--- config.mk ---
export PLATFORM = sky130hd
export DESIGN_NAME = mul_unit
export DESIGN_NICKNAME = d
export VERILOG_FILES = /design/src/rtl/mul_unit.sv
export SDC_FILE = /design/constraint.sdc
export NUM_CORES = 1
export LEC_CHECK = 0
export CAP_MARGIN = 20
export CORE_AREA = 3 3 204 206
export DETAILED_ROUTE_END_ITERATION = 6
export DIE_AREA = 0 0 207 209
export GPL_TIMING_DRIVEN = 0
export PLACE_DENSITY = 0.81
export SYNTH_ARGS = -nofsm -noshare
export SYNTH_HDL_FRONTEND = slang
export SYNTH_SLANG_ARGS = --single-unit
--- constraint.sdc ---
create_clock -name clk -period 13.86 [get_ports clk]
set_input_delay 2.772 -clock clk [delete_from_list [all_inputs] [get_ports clk]]
set_output_delay 2.772 -clock clk [all_outputs]
set_load 0.01 [all_outputs]
--- src/rtl/mul_unit.sv ---
// mul_unit: multi-cycle shift-add multiplier for the execute stage.
//   Supports MUL / MLA / UMULL / SMULL behind a start/busy/done handshake.
//   A request takes WIDTH+2 cycles from the start cycle to the done pulse,
//   whatever the operand values.
//
// Ports
//   clk        system clock, rising edge
//   reset      asynchronous, active-high reset
//   start      request; accepted only in IDLE
//   op         00 MUL, 01 MLA, 10 UMULL, 11 SMULL
//   src1       multiplicand (from the src1 mux)
//   src2       multiplier
//   src3       accumulate addend (MLA only)
//   abort      pipeline flush; cancels the operation in flight
//   busy       high in CALC and FINISH
//   done       one-cycle pulse, result valid
//   result_lo  low word of the product (MLA: low word of product + src3)
//   result_hi  high word of the product for long ops, 0 for MUL/MLA
//   flag_n     sign of the architectural result
//   flag_z     architectural result is zero
//
// State table
//   IDLE   | waiting for start; operands are latched on acceptance
//   CALC   | WIDTH shift-add steps, then one cycle that moves to FINISH
//   FINISH | result presented with done; results and flags are committed

module mul_unit #(
  parameter int WIDTH = 32
) (
  input  logic             clk,
  input  logic             reset,
  input  logic             start,
  input  logic [1:0]       op,
  input  logic [WIDTH-1:0] src1,
  input  logic [WIDTH-1:0] src2,
  input  logic [WIDTH-1:0] src3,
  input  logic             abort,
  output logic             busy,
  output logic             done,
  output logic [WIDTH-1:0] result_lo,
  output logic [WIDTH-1:0] result_hi,
  output logic             flag_n,
  output logic             flag_z
);

  localparam int CW = $clog2(WIDTH + 1);

  localparam logic [1:0] OP_MUL   = 2'b00;
  localparam logic [1:0] OP_MLA   = 2'b01;
  localparam logic [1:0] OP_UMULL = 2'b10;
  localparam logic [1:0] OP_SMULL = 2'b11;

  typedef enum logic [1:0] {
    IDLE   = 2'd0,
    CALC   = 2'd1,
    FINISH = 2'd2
  } state_t;

  state_t state;
  state_t state_next;

  logic [1:0]         op_q;
  logic [2*WIDTH-1:0] mcand;
  logic [WIDTH-1:0]   mplier;
  logic [WIDTH-1:0]   addend;
  logic               neg;
  logic [CW-1:0]      count;
  logic [2*WIDTH-1:0] acc;

  logic [WIDTH-1:0]   res_lo;
  logic [WIDTH-1:0]   res_hi;
  logic               res_n;
  logic               res_z;

  logic [WIDTH-1:0]   abs1;
  logic [WIDTH-1:0]   abs2;

  logic [2*WIDTH-1:0] prod;
  logic [WIDTH-1:0]   fin_lo;
  logic [WIDTH-1:0]   fin_hi;
  logic               fin_n;
  logic               fin_z;
  logic               is_long;
  logic               commit;

  // Operand magnitudes for SMULL. Negating the most-negative value yields
  // the same bit pattern, which read as unsigned is exactly 2^(WIDTH-1).
  always_comb begin
    abs1 = src1;
    abs2 = src2;
    if (op == OP_SMULL) begin
      if (src1[WIDTH-1]) abs1 = -src1;
      if (src2[WIDTH-1]) abs2 = -src2;
    end
  end

  always_ff @(posedge clk or posedge reset) begin
    if (reset) state <= IDLE;
    else       state <= state_next;
  end

  always_comb begin
    state_next = state;
    busy       = 1'b0;
    done       = 1'b0;
    case (state)
      IDLE: begin
        if (start) state_next = CALC;
      end
      CALC: begin
        busy = 1'b1;
        if (abort)              state_next = IDLE;
        else if (count == '0)   state_next = FINISH;
      end
      FINISH: begin
        busy       = 1'b1;
        state_next = IDLE;
        if (!abort) done = 1'b1;
      end
      default: state_next = IDLE;
    endcase
  end

  // The accumulator is stable throughout FINISH, so the final result is
  // formed combinationally from it and committed on the FINISH edge.
  always_comb begin
    is_long = op_q[1];
    prod    = neg ? (~acc + 1'b1) : acc;
    fin_lo  = prod[WIDTH-1:0];
    if (op_q == OP_MLA) fin_lo = prod[WIDTH-1:0] + addend;
    fin_hi  = is_long ? prod[2*WIDTH-1:WIDTH] : '0;
    fin_n   = is_long ? prod[2*WIDTH-1] : fin_lo[WIDTH-1];
    fin_z   = is_long ? (prod == '0) : (fin_lo == '0);
  end

  assign commit = (state == FINISH) && !abort;

  always_ff @(posedge clk or posedge reset) begin
    if (reset) begin
      op_q   <= OP_MUL;
      mcand  <= '0;
      mplier <= '0;
      addend <= '0;
      neg    <= 1'b0;
      count  <= '0;
      acc    <= '0;
      res_lo <= '0;
      res_hi <= '0;
      res_n  <= 1'b0;
      res_z  <= 1'b0;
    end else begin
      case (state)
        IDLE: begin
          if (start) begin
            op_q   <= op;
            mcand  <= {{WIDTH{1'b0}}, abs1};
            mplier <= abs2;
            addend <= src3;
            neg    <= (op == OP_SMULL) ? (src1[WIDTH-1] ^ src2[WIDTH-1]) : 1'b0;
            count  <= CW'(WIDTH);
            acc    <= '0;
          end
        end
        CALC: begin
          if (!abort && count != '0) begin
            if (mplier[0]) acc <= acc + mcand;
            mcand  <= mcand << 1;
            mplier <= mplier >> 1;
            count  <= count - 1'b1;
          end
        end
        FINISH: begin
          if (commit) begin
            res_lo <= fin_lo;
            res_hi <= fin_hi;
            res_n  <= fin_n;
            res_z  <= fin_z;
          end
        end
        default: ;
      endcase
    end
  end

  // During the done cycle the fresh result is forwarded; otherwise the
  // committed registers hold the last completed operation.
  assign result_lo = commit ? fin_lo : res_lo;
  assign result_hi = commit ? fin_hi : res_hi;
  assign flag_n    = commit ? fin_n  : res_n;
  assign flag_z    = commit ? fin_z  : res_z;

endmodule
== Yosys cells after proc, flatten, opt, wreduce, memory -nomap -nowiden ==
Cells that the tools add are included.

* Reductions and logical operators: 14
* Equality and inequality tests: 8
* Bitwise operators: 2
* $add $sub $neg: 6
* Mux-type cells: 34

{| class="wikitable"
|+ Operator list
! cell !! number
|-
| 2-to-1 mux 64 bit || 6
|-
| 2-to-1 mux 32 bit || 10
|-
| case mux 64 bit (2 select lines) || 2
|-
| adder 64 x 1 -> 64 bit (second input constant) || 1
|-
| adder 64 bit || 1
|-
| logical NOT 64 bit || 1
|-
| negation 32 bit || 2
|-
| inverter 64 bit || 1
|-
| case mux 32 bit (2 select lines) || 1
|-
| adder 32 bit || 1
|-
| logical NOT 32 bit || 1
|-
| 2-to-1 mux 6 bit || 2
|-
| case mux 6 bit (2 select lines) || 1
|-
| 2-to-1 mux 1 bit || 8
|-
| logical NOT 6 bit || 1
|-
| 2-to-1 mux 2 bit || 3
|-
| != test 2 bit (second input constant) || 3
|-
| nonzero test 6 bit || 1
|-
| subtractor 6 x 1 -> 6 bit (second input constant) || 1
|-
| == test 2 x 1 -> 1 bit (second input constant) || 2
|-
| == test 2 bit (second input constant) || 2
|-
| case mux 2 bit (2 select lines) || 1
|-
| AND reduction 2 bit || 2
|-
| AND reduction 4 bit || 1
|-
| 8 further kinds || 9
|}

* Input bits: 102
* Word-level logic and storage cells: 76
* Bits in registers: 269
* Output and inout bits: 68

== Logic depth before layout (Yosys ltp) ==
* Depth after elaboration: 8
* Gate-level depth with buffers: 20
* Gate-level depth less buffers: 18

== Least setup slack after synthesis ==
Ideal clock, no wire load.

* Path type: register -> output
* Start point: reg acc[0]
* End point: out flag_z
* Setup slack: 6290 ps
* Arrival time: 4798 ps
* Data required time: 11088 ps
* Cell stages (with the launch flop): 21
* Path buffers: 2
* Cell sequence: dfrtp_1 > inv_1 > ha_1 > or4b_1 > buf_2 > or3_4 > o41ai_1 > xor2_1 > inv_1 > ha_1 > clkbuf_1 > a21o_1 > a21oi_1 > o21ai_0 > a211o_1 > o31ai_1 > mux2i_1 > xnor2_1 > a2111oi_0 > nand4_1 > o21ai_0

* Longest elaborated chain between the ends: 8
* Elaborated cells on any way between the ends: 9
* Classes of those cells: 2 x add/sub; 4 x mux; 1 x bitwise; 2 x reduce/logical

{| class="wikitable"
|+ RTL lines
! element !! RTL line !! text
|-
| start, declared || 68 || <nowiki>logic [2*WIDTH-1:0] acc;</nowiki>
|-
| start signal, assigned || 166 || <nowiki>if (mplier[0]) acc <= acc + mcand;</nowiki>
|-
| inverter 64 bit || 128 || <nowiki>prod = neg ? (~acc + 1'b1) : acc;</nowiki>
|-
| adder 64 x 1 -> 64 bit || 128 ||
|-
| 2-to-1 mux 64 bit * || 128 ||
|-
| adder 32 bit || 130 || <nowiki>if (op_q == OP_MLA) fin_lo = prod[WIDTH-1:0] + addend;</nowiki>
|-
| 2-to-1 mux 32 bit || 130 ||
|-
| logical NOT 32 bit || 133 || <nowiki>fin_z = is_long ? (prod == '0) : (fin_lo == '0);</nowiki>
|-
| 2-to-1 mux 1 bit * || 133 ||
|-
| 2-to-1 mux 1 bit * || -- ||
|-
| end, declared || 43 || <nowiki>output logic flag_z</nowiki>
|}

Mark *: on every way between the ends. The rest lies on a longest branch, timed or not.

== Worst setup path in the final report ==
Same ends and word-level chain as after synthesis.

==> flow_summary.yaml <==
outcome:
  status: "completed"
min_path:
  hp-class: "reg -> reg"
  whs_endpoint: "res_hi[26]"
  min_path_cells: 2
  min_from: "res_hi[26]"
final_layout:
  drive_above_1_share_pct: 4.67
  fillers: 3559
  final_core_util_pct: 58.6
  n_antenna_cell: 0
  area_delta_synth_final_pct: 17.2
  fin_nets: 2822
clock_network:
  cts_setup_buffers: 0
  clock_path_buffers: 3
  cts_hold_buf: 0
  numCtsBuffers: 30
  cts.sinks: 269
  cts_htree_levels: 1
  clock_latency_ns: 0.58
  clkTransAtPathRegs_ns: 0.06
  cts_tree: "yes"
  cts_root_buffer: "clkbuf_16"
  post_cts_resized: 0
yosys:
  synthDistinctLibCells: 87
  yosysMostFrequentCell: "nand2_1"
  yosys_warnings: 0
  syn_area_sq_um: 19900
  yosys.area_share.adder_pct: 7.05
  synthSimpleGateAreaFrac_pct: 18.2
  synthFlopType: "dfrtp_1"
  muxShareOfSynthArea_pct: 3.38
  synth_area_per_cell_sq_um: 8.27
  ys_seq_area_share_pct: 33.8
  netlist_top_cells_area: "dfrtp_1, o21ai_0, ha_1"
  synth_compound_area_share_pct: 25.7
  synthXorXnorAreaFrac_pct: 8.19
  synth_seq_cells: 269
  synth_top_cell_by_area: "dfrtp_1"
  postSynthCellCount: 2406
  yosysTopAreaCellShare_pct: 33.8
  async_flop_share_pct: 100
  synth_top_family_by_area: "compound AO/OA/AOI/OAI gates"
  syn_nets: 2619
  synthTopCellsByCount: "nand2_1, o21ai_0, dfrtp_1, a21oi_1, nor2_1"
  synth_edf_count: 0
sta:
  tightest_slew_ns: 1.14
  rsz0062_at_grt: "false"
  hold_viol_final: 0
  period_minus_slack_ns: 10.23
  fmax_mhz: 97.8
  period_share_pct: 73.8
  finalSetupTns_ns: 0
  fin_ws_ns: 3.63
  finClkSkew_ns: 0.0139
  slew_headroom_pct: 23.3
  setup_viol_count_final: 0
  slew_viol_final: 0
flow_run:
  max_cap_violations: 0
placed_design:
  place_ws_ns: 3.95
  gp_congestion: 0.946
  hpwl_um: 49700
  io_buffers: 169
pwr:
  vdd_drop_max_uv: 127
  power_leakage_nw: 10.2
  power.density_nw_per_um2: 265
route:
  first_pass_iters: 6
  post-route-drc-count: 0
  ant_nets: 0
  avgViaCountPerCell: 6.15
  via_count: 19400
  drt-total-wl_um: 63500
  wl_per_cell_um: 20.1
  drt-initial-drc-count: 1845
global_routing:
  grt_overflow: 0
  antenna_found_initial: 0
  grt_usage_pct: 28.2
  grt_max_degree: 107
  grt_pass1_wl_um: 100000
  grt_pass1_vias: 18800
critical_path:
  crit-reg2reg-launch: "acc[0]"
  r2r_setup_slack_ns: 7.63
  critPathCaptureType: "output pin"
  crit_path_max_fanout: 8
  arrival_ns: 7.45
  startpoint_type: "flip-flop"
  reg2regPathDepth: 19
  r2r_end: "res_z"
  required_ns: 11.09
  critical_path_class: "reg -> out"
die:
  coreArea_sq_um: 39800
  start_util_pct: 50.0
  chipWidth_um: 207
  rows: 73
  io_pins: 170
  die_area_sq_um: 43300
  die_y_um: 209
sequential cells by signal, indices dropped and copies added (netlist names):
| signal | flops |
|---|---|
| state | 2 |
| res_hi | 32 |
| acc | 64 |
| mcand | 64 |
| res_n | 1 |
| count | 6 |
| res_lo | 32 |
| neg | 1 |
| op_q | 2 |
| addend | 32 |
| mplier | 32 |
| res_z | 1 |
power by group:
part	internal, W	total (W)	switching, W
logic	0.00147	0.00405	0.00258
clock network	0.000493	0.000828	0.000335
registers	0.00106	0.00130	0.000243
worst max-delay path, stage by stage (launching register included):
cell and delay [ns]:
dfrtp_1 0.46, inv_1 0.14, ha_1 0.21, or4b_1 0.46
buf_2 0.20, or4b_1 0.62, o21ai_1 0.20, xnor2_1 0.31
ha_1 0.34, clkbuf_1 0.21, nand4_1 0.18, nor2_1 0.10
a211oi_1 0.63, a211oi_1 0.25, o31ai_1 0.47, mux2i_1 0.36
xnor2_1 0.12, a2111oi_0 0.43, nand4_1 0.25, o21ai_0 0.31
clkdlybuf4s50_1 0.63
through the flow:
step                power (W)  hold slack, ns  instance area, sq um  instances
global placement      0.00515           0.448                 22200       3100
finish                0.00618           0.469                 23300       3157
global route          0.00663           0.492                 23300       3157
detailed placement    0.00524           0.460                 22300       3102
floorplan             0.00399           0.437                 19900       2406
CTS                   0.00610           0.473                 23300       3157
logic make-up after synthesis:
| family | count (synthesis) |
|---|---|
| AO/OA/AOI/OAI | 831 |
| XOR/XNOR | 186 |
| adder cells (fa/ha/maj) | 111 |
| buffers and inverters | 189 |
| flip-flops | 269 |
| multiplexers | 62 |
| AND/OR/NAND/NOR | 758 |
layout by cell type (no fill, tap or decap), drive strengths merged, types with 17 or more instances in the layout:
| cell type | n |
|---|---|
| nand2 | 324 |
| o21ai | 319 |
| dfrtp | 269 |
| a21oi | 198 |
| clkdlybuf4s50 | 169 |
| clkbuf | 163 |
| nor2 | 149 |
| ha | 109 |
| xor2 | 94 |
| xnor2 | 92 |
| inv | 58 |
| a21o | 51 |
| o31ai | 44 |
| mux2 | 42 |
| nor3 | 39 |
| nand3 | 38 |
| a22o | 35 |
| a31oi | 31 |
| nor4 | 30 |
| nand4 | 28 |
| or3 | 25 |
| o21bai | 24 |
| or4 | 24 |
| nand2b | 23 |
| mux2i | 20 |
| o41ai | 18 |
| buf | 18 |
| o21a | 17 |
routing by layer:
metal,up-vias,global-route usage [%],wire length (um)
met4,0,10.9,2530
met1,9223,38.0,27600
met5,-,0,0
met2,811,46.0,28800
met3,169,4.02,4620
li1,9208,-,-
worst max-delay path by stage:
stage / from / endpoint / slack (ns) / depth (start not counted)
after detailed placement: abort / flag_z / 3.95 / 13
after floorplan: reset / acc[0] / 3.68 / 1
after global routing: acc[0] / flag_z / 3.41 / 20
final: acc[0] / flag_z / 3.63 / 20
after global placement: reset / acc[56] / 0.63 / 2
after CTS: acc[0] / flag_z / 3.69 / 20
cell type report:
type / instances / area, sq um / share of cell area [%]
Clock buffer: 48 / 930 / 3.98
Sequential cell: 269 / 6730 / 28.9
Buffer: 131 / 514 / 2.20
Multi-Input combinational cell: 1948 / 12400 / 53.3
Inverter: 58 / 225 / 0.965
Tap cell: 525 / 657 / 2.82
Clock inverter: 7 / 91.3 / 0.391
Timing Repair Buffer: 171 / 1750 / 7.49
No activity file was read; power rests on OpenSTA's default activity.
